==> src/rtl/apb_xfer_scheduler_pkg.sv <==
// Shared types and bus widths for the APB transfer scheduler.
package apb_xfer_scheduler_pkg;

    localparam int APB_AW = 32;
    localparam int APB_DW = 32;
    localparam int APB_SW = 4;

    // Transfer sequencing: one idle/arbitration phase, then the two APB phases.
    typedef enum logic [1:0] {
        ST_IDLE   = 2'd0,
        ST_SETUP  = 2'd1,
        ST_ACCESS = 2'd2
    } xfer_state_t;

endpackage

==> src/rtl/apb_xfer_scheduler_if.sv <==
// APB bus bundle between the scheduler (master side) and the slave fabric.
interface apb_xfer_scheduler_if #(
    parameter int NSLV = 4
);
    import apb_xfer_scheduler_pkg::*;

    logic [NSLV-1:0]   psel;
    logic              penable;
    logic [APB_AW-1:0] paddr;
    logic              pwrite;
    logic [APB_DW-1:0] pwdata;
    logic [APB_SW-1:0] pstrb;
    logic [2:0]        pprot;
    logic [APB_DW-1:0] prdata;
    logic              pready;
    logic              pslverr;

    modport master (
        output psel, penable, paddr, pwrite, pwdata, pstrb, pprot,
        input  prdata, pready, pslverr
    );

    modport slave (
        input  psel, penable, paddr, pwrite, pwdata, pstrb, pprot,
        output prdata, pready, pslverr
    );

endinterface

==> src/rtl/apb_xfer_scheduler_rr_arbiter.sv <==
// Combinational round-robin pick: first valid requester strictly after 'last', wrapping.
module apb_xfer_scheduler_rr_arbiter #(
    parameter int NREQ = 2,
    localparam int IW  = $clog2(NREQ)
) (
    input  logic [NREQ-1:0] req,
    input  logic [IW-1:0]   last,
    output logic [NREQ-1:0] grant,
    output logic [IW-1:0]   index,
    output logic            any
);

    // Scan the requesters in priority order starting one past the previous winner.
    always_comb begin
        grant = '0;
        index = '0;
        any   = 1'b0;
        for (int k = 1; k <= NREQ; k++) begin
            int cand;
            cand = (int'(last) + k) % NREQ;
            if (!any && req[IW'(cand)]) begin
                grant[IW'(cand)] = 1'b1;
                index            = IW'(cand);
                any              = 1'b1;
            end
        end
    end

endmodule

==> src/rtl/apb_xfer_scheduler.sv <==
// Shares one APB master port between NREQ requesters: round-robin arbitration,
// SETUP/ACCESS sequencing, wait-state timeout and a one-cycle completion pulse.
module apb_xfer_scheduler
    import apb_xfer_scheduler_pkg::*;
#(
    parameter int NREQ    = 2,
    parameter int NSLV    = 4,
    parameter int SEL_LSB = 8,
    parameter int TIMEOUT = 16
) (
    input  logic                    pclk,
    input  logic                    preset,
    input  logic [NREQ-1:0]         req_valid,
    output logic [NREQ-1:0]         req_ready,
    input  logic [32*NREQ-1:0]      req_addr,
    input  logic [NREQ-1:0]         req_write,
    input  logic [32*NREQ-1:0]      req_wdata,
    input  logic [4*NREQ-1:0]       req_strb,
    input  logic [3*NREQ-1:0]       req_prot,
    output logic                    rsp_valid,
    output logic [$clog2(NREQ)-1:0] rsp_id,
    output logic [APB_DW-1:0]       rsp_rdata,
    output logic                    rsp_err,
    apb_xfer_scheduler_if.master    apb
);

    localparam int IW = $clog2(NREQ);
    localparam int SW = $clog2(NSLV);
    localparam int CW = $clog2(TIMEOUT) + 1;

    xfer_state_t       state;
    xfer_state_t       state_next;
    logic [IW-1:0]     last_q;
    logic [NREQ-1:0]   grant;
    logic [IW-1:0]     grant_idx;
    logic              grant_any;
    logic              accept;
    logic              xfer_end;
    logic              tmo_hit;
    logic [CW-1:0]     tmo_cnt;

    logic [APB_AW-1:0] sel_addr;
    logic              sel_write;
    logic [APB_DW-1:0] sel_wdata;
    logic [APB_SW-1:0] sel_strb;
    logic [2:0]        sel_prot;

    logic [IW-1:0]     id_q;
    logic [SW-1:0]     slv_q;
    logic [APB_AW-1:0] addr_q;
    logic              write_q;
    logic [APB_DW-1:0] wdata_q;
    logic [APB_SW-1:0] strb_q;
    logic [2:0]        prot_q;

    apb_xfer_scheduler_rr_arbiter #(.NREQ(NREQ)) u_arb (
        .req   (req_valid),
        .last  (last_q),
        .grant (grant),
        .index (grant_idx),
        .any   (grant_any)
    );

    // Route the winning requester's fields onto a single set of capture wires.
    always_comb begin
        sel_addr  = '0;
        sel_write = 1'b0;
        sel_wdata = '0;
        sel_strb  = '0;
        sel_prot  = '0;
        for (int i = 0; i < NREQ; i++) begin
            if (grant[i]) begin
                sel_addr  = req_addr[32*i +: 32];
                sel_write = req_write[i];
                sel_wdata = req_wdata[32*i +: 32];
                sel_strb  = req_strb[4*i +: 4];
                sel_prot  = req_prot[3*i +: 3];
            end
        end
    end

    // State register; reset drops psel/penable at once since they decode from it.
    always_ff @(posedge pclk or negedge preset) begin
        if (!preset) state <= ST_IDLE;
        else         state <= state_next;
    end

    // Next state plus the accept/complete strobes that the datapath keys off.
    always_comb begin
        state_next = state;
        req_ready  = '0;
        accept     = 1'b0;
        xfer_end   = 1'b0;
        tmo_hit    = 1'b0;
        case (state)
            ST_IDLE: begin
                if (grant_any) begin
                    req_ready  = grant;
                    accept     = 1'b1;
                    state_next = ST_SETUP;
                end
            end
            ST_SETUP: state_next = ST_ACCESS;
            ST_ACCESS: begin
                if (apb.pready) begin
                    xfer_end   = 1'b1;
                    state_next = ST_IDLE;
                end else if (tmo_cnt == CW'(TIMEOUT - 1)) begin
                    xfer_end   = 1'b1;
                    tmo_hit    = 1'b1;
                    state_next = ST_IDLE;
                end
            end
            default: state_next = ST_IDLE;
        endcase
    end

    // Capture the granted request; these registers hold the bus values between transfers.
    always_ff @(posedge pclk or negedge preset) begin
        if (!preset) begin
            last_q  <= IW'(NREQ - 1);
            id_q    <= '0;
            slv_q   <= '0;
            addr_q  <= '0;
            write_q <= 1'b0;
            wdata_q <= '0;
            strb_q  <= '0;
            prot_q  <= '0;
        end else if (accept) begin
            last_q  <= grant_idx;
            id_q    <= grant_idx;
            slv_q   <= sel_addr[SEL_LSB +: SW];
            addr_q  <= sel_addr;
            write_q <= sel_write;
            wdata_q <= sel_wdata;
            strb_q  <= sel_write ? sel_strb : '0;
            prot_q  <= sel_prot;
        end
    end

    // Count stalled ACCESS cycles so a dead slave cannot hang the port.
    always_ff @(posedge pclk or negedge preset) begin
        if (!preset)                                  tmo_cnt <= '0;
        else if (state == ST_SETUP)                   tmo_cnt <= '0;
        else if (state == ST_ACCESS && !apb.pready)   tmo_cnt <= tmo_cnt + 1'b1;
    end

    // Completion pulse and response fields; fields persist until the next completion.
    always_ff @(posedge pclk or negedge preset) begin
        if (!preset) begin
            rsp_valid <= 1'b0;
            rsp_id    <= '0;
            rsp_rdata <= '0;
            rsp_err   <= 1'b0;
        end else begin
            rsp_valid <= xfer_end;
            if (xfer_end) begin
                rsp_id    <= id_q;
                rsp_err   <= tmo_hit | apb.pslverr;
                rsp_rdata <= (!tmo_hit && !write_q) ? apb.prdata : '0;
            end
        end
    end

    assign apb.psel    = (state == ST_SETUP || state == ST_ACCESS) ? (NSLV'(1) << slv_q) : '0;
    assign apb.penable = (state == ST_ACCESS);
    assign apb.paddr   = addr_q;
    assign apb.pwrite  = write_q;
    assign apb.pwdata  = wdata_q;
    assign apb.pstrb   = strb_q;
    assign apb.pprot   = prot_q;

endmodule

==> src/flat_wrapper.sv <==
// flat-port wrapper written by rule: the top's interface ports become plain ports
module apb_xfer_scheduler_flat import apb_xfer_scheduler_pkg::*;
#(
    parameter int NREQ    = 2,
    parameter int NSLV    = 4,
    parameter int SEL_LSB = 8,
    parameter int TIMEOUT = 16
)
  (pclk, preset, req_valid, req_ready, req_addr, req_write, req_wdata, req_strb, req_prot, rsp_valid, rsp_id, rsp_rdata, rsp_err, apb_psel, apb_penable, apb_paddr, apb_pwrite, apb_pwdata, apb_pstrb, apb_pprot, apb_prdata, apb_pready, apb_pslverr);
  apb_xfer_scheduler_if #(.NSLV(NSLV)) apb_i ();
  input  logic pclk;
  input  logic preset;
  input  logic [NREQ-1:0] req_valid;
  output logic [NREQ-1:0] req_ready;
  input  logic [32*NREQ-1:0] req_addr;
  input  logic [NREQ-1:0] req_write;
  input  logic [32*NREQ-1:0] req_wdata;
  input  logic [4*NREQ-1:0] req_strb;
  input  logic [3*NREQ-1:0] req_prot;
  output logic rsp_valid;
  output logic [$clog2(NREQ)-1:0] rsp_id;
  output logic [APB_DW-1:0] rsp_rdata;
  output logic rsp_err;
  output wire logic [$bits(apb_i.psel)-1:0] apb_psel;
  output wire logic [$bits(apb_i.penable)-1:0] apb_penable;
  output wire logic [$bits(apb_i.paddr)-1:0] apb_paddr;
  output wire logic [$bits(apb_i.pwrite)-1:0] apb_pwrite;
  output wire logic [$bits(apb_i.pwdata)-1:0] apb_pwdata;
  output wire logic [$bits(apb_i.pstrb)-1:0] apb_pstrb;
  output wire logic [$bits(apb_i.pprot)-1:0] apb_pprot;
  input wire logic [$bits(apb_i.prdata)-1:0] apb_prdata;
  input wire logic [$bits(apb_i.pready)-1:0] apb_pready;
  input wire logic [$bits(apb_i.pslverr)-1:0] apb_pslverr;
  assign apb_psel = apb_i.psel;
  assign apb_penable = apb_i.penable;
  assign apb_paddr = apb_i.paddr;
  assign apb_pwrite = apb_i.pwrite;
  assign apb_pwdata = apb_i.pwdata;
  assign apb_pstrb = apb_i.pstrb;
  assign apb_pprot = apb_i.pprot;
  assign apb_i.prdata = apb_prdata;
  assign apb_i.pready = apb_pready;
  assign apb_i.pslverr = apb_pslverr;
  apb_xfer_scheduler #(.NREQ(NREQ), .NSLV(NSLV), .SEL_LSB(SEL_LSB), .TIMEOUT(TIMEOUT)) u_core (.pclk(pclk), .preset(preset), .req_valid(req_valid), .req_ready(req_ready), .req_addr(req_addr), .req_write(req_write), .req_wdata(req_wdata), .req_strb(req_strb), .req_prot(req_prot), .rsp_valid(rsp_valid), .rsp_id(rsp_id), .rsp_rdata(rsp_rdata), .rsp_err(rsp_err), .apb(apb_i));
endmodule
==> config.mk <==
export PLATFORM = sky130hd
export DESIGN_NAME = apb_xfer_scheduler_flat
export DESIGN_NICKNAME = d
export VERILOG_FILES = /design/src/rtl/apb_xfer_scheduler_pkg.sv /design/src/rtl/apb_xfer_scheduler_if.sv /design/src/rtl/apb_xfer_scheduler_rr_arbiter.sv /design/src/rtl/apb_xfer_scheduler.sv /design/src/flat_wrapper.sv
export SDC_FILE = /design/constraint.sdc
export NUM_CORES = 1
export LEC_CHECK = 0
export ABC_CLOCK_PERIOD_IN_PS = 4650
export BUFFER_PORTS_ARGS = -buffer_cell sky130_fd_sc_hd__buf_2
export CORE_AREA = 2 2 114 116
export DETAILED_ROUTE_END_ITERATION = 16
export DIE_AREA = 0 0 116 118
export GPL_TIMING_DRIVEN = 1
export PLACE_DENSITY_LB_ADDON = 0.3
export SYNTH_ARGS = -nofsm -noshare
export SYNTH_HDL_FRONTEND = slang
export SYNTH_SLANG_ARGS = --single-unit
export TNS_END_PERCENT = 30
==> constraint.sdc <==
create_clock -name pclk -period 4.65 [get_ports pclk]
set_clock_uncertainty 0.05 [all_clocks]
set_input_delay 0.465 -clock pclk [delete_from_list [all_inputs] [get_ports pclk]]
set_output_delay 0.465 -clock pclk [all_outputs]
set_load 0.005 [all_outputs]
==> flow_summary.yaml, run 1 <==
timing:
  maxSlewHeadroom: 0.139
  setup_viol: 0
  worst_slack_ns: 2.16
  finalCritPeriodShare: 0.536
  finalHoldViolCount: 0
  max_freq_mhz: 401
  finalCriticalPeriod_ns: 2.49
  rsz0062_at_grt: "false"
  report.final.slew_viol_count: 0
  tns_ns: 0
  tightest_slew_ns: 1.29
synthesis:
  ys_ff_latch: 116
  synthesis.instances: 436
  synthDistinctLibCells: 33
  synth-seq-area-share: 0.635
  syn_area_um2: 4580
  synth.net_count: 624
  synthArstFlopShare: 1.00
  synth_warnings: 0
  postSynthAreaPerCell_um2: 10.5
  synth-edff-count: 0
  ys.flop_type: "dfrtp_1"
drt:
  dr.max_layer_used: "met4"
  viasPerCell: 4.67
  route.vias.total: 3894
  drc: 0
  wl_met1_um: 4650
  firstDrtPassIters: 4
  ant_nets: 0
  wl_per_cell_um: 13.9
  routed_wl_um: 11600
  detailroute.wirelength.met2_um: 5590
  met3_wirelength_um: 1190
  drt_iter0_drc: 159
pwr:
  ir_drop_uv: 256
  powerDensity_nw_per_um2: 654
  p_leak_nw: 3.46
  report.power.total_mw: 4.17
floorplan:
  coreArea_um2: 12400
  die_area_um2: 13700
  dieWidth_um: 116
  dieHeight_um: 118
  row_count: 41
  ios: 296
  start_util: 0.369
cts:
  cts.root.buffer_cell: "clkbuf_16"
  cts_buffers: 17
  cts_htree_levels: 4
  cts_hold_buf: 0
  clkTransAtPathRegs_ns: 0.05
  numClockSinks: 116
  postCtsSetupBuffers: 0
  cts_buffer_depth: 2
  clock_latency_ns: 0.40
  cts_tree: "yes"
  cts_resized: 0
grt:
  gr-total-overflow: 0
  grt_pass1_vias: 3813
  grt_pass1_wl_um: 18200
  antenna_found_initial: 0
  grt_max_degree: 84
  track_usage: 0.170
placement:
  gp_congestion: 0.709
  dp_cells: 802
  pre_cts_slack_ns: 2.41
  placed_area_um2: 5780
  port_buffers: 221
  hpwl_um: 8130
worst_hold_path:
  hp-class: "primary input to async pin"
run:
  drv_cap: 0
finish:
  synthToLayoutAreaGrowth_pct: 39.3
  final_common_cell: "buf_2"
  final_area_um2: 6370
  final_cell_mix: "buf_2, nand2_1, dfrtp_1, o21ai_0, a22o_1"
  fin_cells: 834
  antennaDiodeCount: 0
  fin_nets: 837
  drive_above_1_share: 0.397
  fill_cells: 1178
critical_path:
  crit_required_ns: 4.14
  cp-start-kind: "flop"
  arrival_ns: 1.98
  critPathKind: "flop to output port"
  critPathMaxFanout: 58
  end_kind: "output port"
status:
  status: "finished, final reports clean"
final timing paths:
path / start / end / slack [ns] / cells past startpoint
min reg2reg: u_core.id_q / u_core.rsp_id / 0.41 / 2
max in group asynchronous: preset / u_core.tmo_cnt[2] / 3.26 / 2
max: u_core.last_q / req_ready[0] / 2.16 / 3
min in group pclk: apb_pslverr / u_core.rsp_err / 0.23 / 2
max reg2reg: u_core.state[0] / u_core.rsp_rdata[3] / 2.40 / 5
min: preset / u_core.rsp_rdata[7] / 0.11 / 1
state kept, by name, indices dropped and copies added, names as in the netlist:
| signal | count |
|---|---|
| u_core.apb.pwrite | 1 |
| u_core.apb.paddr | 32 |
| u_core.rsp_id | 1 |
| u_core.rsp_err | 1 |
| u_core.tmo_cnt | 5 |
| u_core.apb.pwdata | 32 |
| u_core.rsp_rdata | 32 |
| u_core.last_q | 1 |
| u_core.apb.pstrb | 4 |
| u_core.apb.pprot | 3 |
| u_core.state | 2 |
| u_core.id_q | 1 |
| u_core.rsp_valid | 1 |
worst max-delay path: stages (launching register included):
cell	delay (ns)
dfstp_2	0.69
buf_4	0.53
and3_1	0.24
buf_2	0.11
Yosys cell counts, drive strengths merged (2+ instances only):
| master | n | area share |
|---|---|---|
| clkbuf | 14 | 0.011 |
| nor2 | 9 | 0.0079 |
| nand2 | 143 | 0.12 |
| nor2b | 2 | 0.0044 |
| and3 | 3 | 0.0041 |
| xnor2 | 2 | 0.0038 |
| ha | 6 | 0.016 |
| mux2 | 3 | 0.0082 |
| buf | 17 | 0.022 |
| dfrtp | 115 | 0.63 |
| o21ai | 69 | 0.076 |
| a22o | 36 | 0.069 |
| inv | 5 | 0.0041 |
logic make-up (layout without fill, tap and decap cells):
| group | Yosys count | after routing | synth area share |
|---|---|---|---|
| xor gates and xnor gates | 3 | 3 | 0.00574 |
| adders and majority gates | 6 | 6 | 0.0164 |
| muxes | 4 | 4 | 0.0104 |
| buffers and inverters | 36 | 262 | 0.0377 |
| DFF | 116 | 116 | 0.635 |
| other | 1 | 1 | 0.000820 |
| and+or+nand+nor | 161 | 161 | 0.142 |
| AOI/OAI and AO/OA | 109 | 109 | 0.152 |
layer usage:
| metal | vias to the layer above | global-route usage |
|---|---|---|
| met1 | 1807 | 0.196 |
| met5 | - | 0 |
| met4 | 0 | 0.0692 |
| met2 | 194 | 0.277 |
| met3 | 15 | 0.0685 |
| li1 | 1878 | - |
through the flow:
step | util | hold WS (ns)
after floorplan | - | 0.119
after global routing | 0.514 | 0.161
after detailed placement | 0.466 | 0.408
final | 0.514 | 0.106
after CTS | 0.514 | 0.137
after global placement | 0.466 | 0.403
cell type report:
cell class	count	area, um2	area share
Multi-Input combinational cell	284	1500	0.236
Inverter	5	18.8	0.00294
Tap cell	172	215	0.0338
Clock inverter	10	130	0.0204
Clock buffer	22	464	0.0728
Sequential cell	116	2900	0.456
Timing Repair Buffer	225	1140	0.179
report_power, final:
| part | leakage (nW) | switching (mW) | internal [mW] |
|---|---|---|---|
| sequential | 1.50 | 0.219 | 1.39 |
| combinational | 1.67 | 0.675 | 0.579 |
| clock | 0.290 | 0.437 | 0.865 |
| total | 3.46 | 1.33 | 2.84 |
No activity file was read; power rests on OpenSTA's default activity.
==> run 2: changes to the inputs <==
- ABC_AREA: default -> 1
- ABC_CLOCK_PERIOD_IN_PS: 4650 -> 2500
- CORE_AREA: 2 2 114 116 -> 2 2 116 118
- DIE_AREA: 0 0 116 118 -> 0 0 118 120
- clock period: 4.65 -> 2.5 ns (I/O delays scaled with it)
==> flow_summary.yaml, run 2 <==
status:
  status: "finished, final reports clean"
cts:
  clock_latency_ns: 0.41
  cts_hold_buf: 38
  cts.root.buffer_cell: "clkbuf_16"
  clkTransAtPathRegs_ns: 0.05
  numClockSinks: 116
  cts_htree_levels: 4
  cts_buffers: 17
  postCtsSetupBuffers: 0
  cts_buffer_depth: 2
  cts_resized: 0
  cts_tree: "yes"
placement:
  dp_cells: 776
  gp_congestion: 0.816
  placed_area_um2: 5740
  hpwl_um: 8330
  port_buffers: 221
grt:
  grt_max_degree: 71
  antenna_found_initial: 0
  grt_pass1_wl_um: 20200
  gr-total-overflow: 0
  track_usage: 0.182
  grt_pass1_vias: 4078
synthesis:
  yosysTopAreaCell: "dfrtp_1"
  synth_warnings: 0
  synthArstFlopShare: 1.00
  synth-seq-area-share: 0.647
  syn_area_um2: 4490
  synth-edff-count: 0
  postSynthAreaPerCell_um2: 11.4
  synth.most_common_cell: "dfrtp_1"
  ys.flop_type: "dfrtp_1"
  synth_top_area_share: 0.641
  synthDistinctLibCells: 22
  ys_ff_latch: 116
  synth_common_cells: "dfrtp_1, nand2_1, a22o_1"
  synthesis.instances: 395
  synth_area_leaders: "dfrtp_1, a22o_1, nand2_1"
  synth.net_count: 583
finish:
  antennaDiodeCount: 0
  synthToLayoutAreaGrowth_pct: 51.0
  fin_cells: 845
  final_area_um2: 6770
  drive_above_1_share: 0.399
  fin_nets: 845
  final_common_cell: "buf_2"
  fill_cells: 1171
  final_cell_mix: "buf_2, dfrtp_1, nand2_1, a22o_1, dlygate4sd3_1"
drt:
  viasPerCell: 4.66
  routed_wl_um: 12400
  firstDrtPassIters: 7
  route.vias.total: 3941
  drt_iter0_drc: 216
  wl_per_cell_um: 14.6
  ant_nets: 0
  drc: 0
timing:
  setup_viol: 0
  rsz0062_at_grt: "false"
  tightest_slew_ns: 0.727
  tns_ns: 0
  maxSlewHeadroom: 0.515
  report.final.slew_viol_count: 0
  finalHoldViolCount: 0
  max_freq_mhz: 463
  finalCriticalPeriod_ns: 2.16
  finalCritPeriodShare: 0.863
pwr:
  powerDensity_nw_per_um2: 1270
  p_leak_nw: 3.63
  ir_drop_uv: 568
floorplan:
  dieHeight_um: 120
  dieWidth_um: 118
  ios: 296
  coreArea_um2: 13000
  die_area_um2: 14200
  start_util: 0.346
  row_count: 42
run:
  drv_cap: 0
critical_path:
  cp-start-kind: "flop"
  arrival_ns: 1.86
  crit_required_ns: 2.20
  end_kind: "output port"
  reg2regPathDepth: 9
  critPathKind: "flop to output port"
  critPathMaxFanout: 19
worst_hold_path:
  hp-class: "primary input to flop"
  whs_path_depth: 2
[run 2: changes by cell type in the layout (fill, tap and decap cells not counted), sizes merged, moves of 4 or more]
| cell | delta |
|---|---|
| nor3 | +4 |
| o21ai | -31 |
| nand2 | -44 |
| a22o | +29 |
| inv | +14 |
| buf | +5 |
| nand3 | +8 |
| dlygate4sd3 | +38 |
[run 2: critical path, cell delays in order, from the launching register on]
cell and delay (ns):
dfrtp_1 0.40, inv_1 0.12, ha_1 0.21, nand2_2 0.08, nor2_4 0.42, buf_2 0.21
[run 2: path summary, 6_finish.rpt]
kind,end,from,slack [ns]
max,req_ready[0],u_core.state[1],0.34
min,u_core.apb.paddr[16],req_addr[16],0.02
max reg2reg,u_core.rsp_rdata[25],u_core.tmo_cnt[0],0.48
min reg2reg,u_core.rsp_id,u_core.rsp_id,0.41
max in group asynchronous,u_core.apb.pwdata[11],preset,1.30
min in group asynchronous,u_core.apb.pwdata[29],preset,0.36
[run 2: layout make-up]
| class | count | area [um2] | share of cell area |
|---|---|---|---|
| multi-input combinational | 235 | 1340 | 0.198 |
| inverter | 19 | 71.3 | 0.0105 |
| timing repair buffer | 268 | 1580 | 0.233 |
| sequential | 116 | 2900 | 0.429 |
| tap | 176 | 220 | 0.0325 |
| clock buffer | 23 | 508 | 0.0750 |
| clock inverter | 8 | 145 | 0.0214 |
[run 2: cells by family (layout without fill, tap and decap cells)]
family	count (synthesis)	count (layout)	share of synthesized area
buf+inv	44	318	0.0544
compound gates	105	105	0.173
simple gates	123	123	0.108
flops	116	116	0.647
other cells	1	1	0.000836
fa+ha+maj	6	6	0.0167
[run 2: stage by stage]
step | power [mW] | hold slack, ns | utilization | setup WS (ns)
6_report | 8.59 | 0.0161 | 0.522 | 0.342
5_1_grt | 9.18 | 0.00808 | 0.522 | 0.172
4_1_cts | 8.71 | 0.000627 | 0.522 | 0.275
3_5_place_dp | 5.98 | 0.285 | 0.442 | 0.457
3_3_place_gp | 5.88 | 0.259 | 0.442 | 0.513
2_1_floorplan | 4.66 | -0.0956 | - | 0.958
[run 2: power breakdown]
| part | leakage (nW) | switching [mW] | internal (mW) |
|---|---|---|---|
| clock | 0.317 | 0.805 | 1.82 |
| sequential | 1.49 | 0.450 | 2.76 |
| combinational | 1.82 | 1.38 | 1.38 |
[run 2: per-layer routing]
layer / track usage / vias to the layer above / wire [um]
met3: 0.0494 / 38 / 684
met1: 0.221 / 1877 / 5150
met2: 0.290 / 150 / 6090
met5: 0 / - / 0
met4: 0.108 / 0 / 448
li1: - / 1876 / -
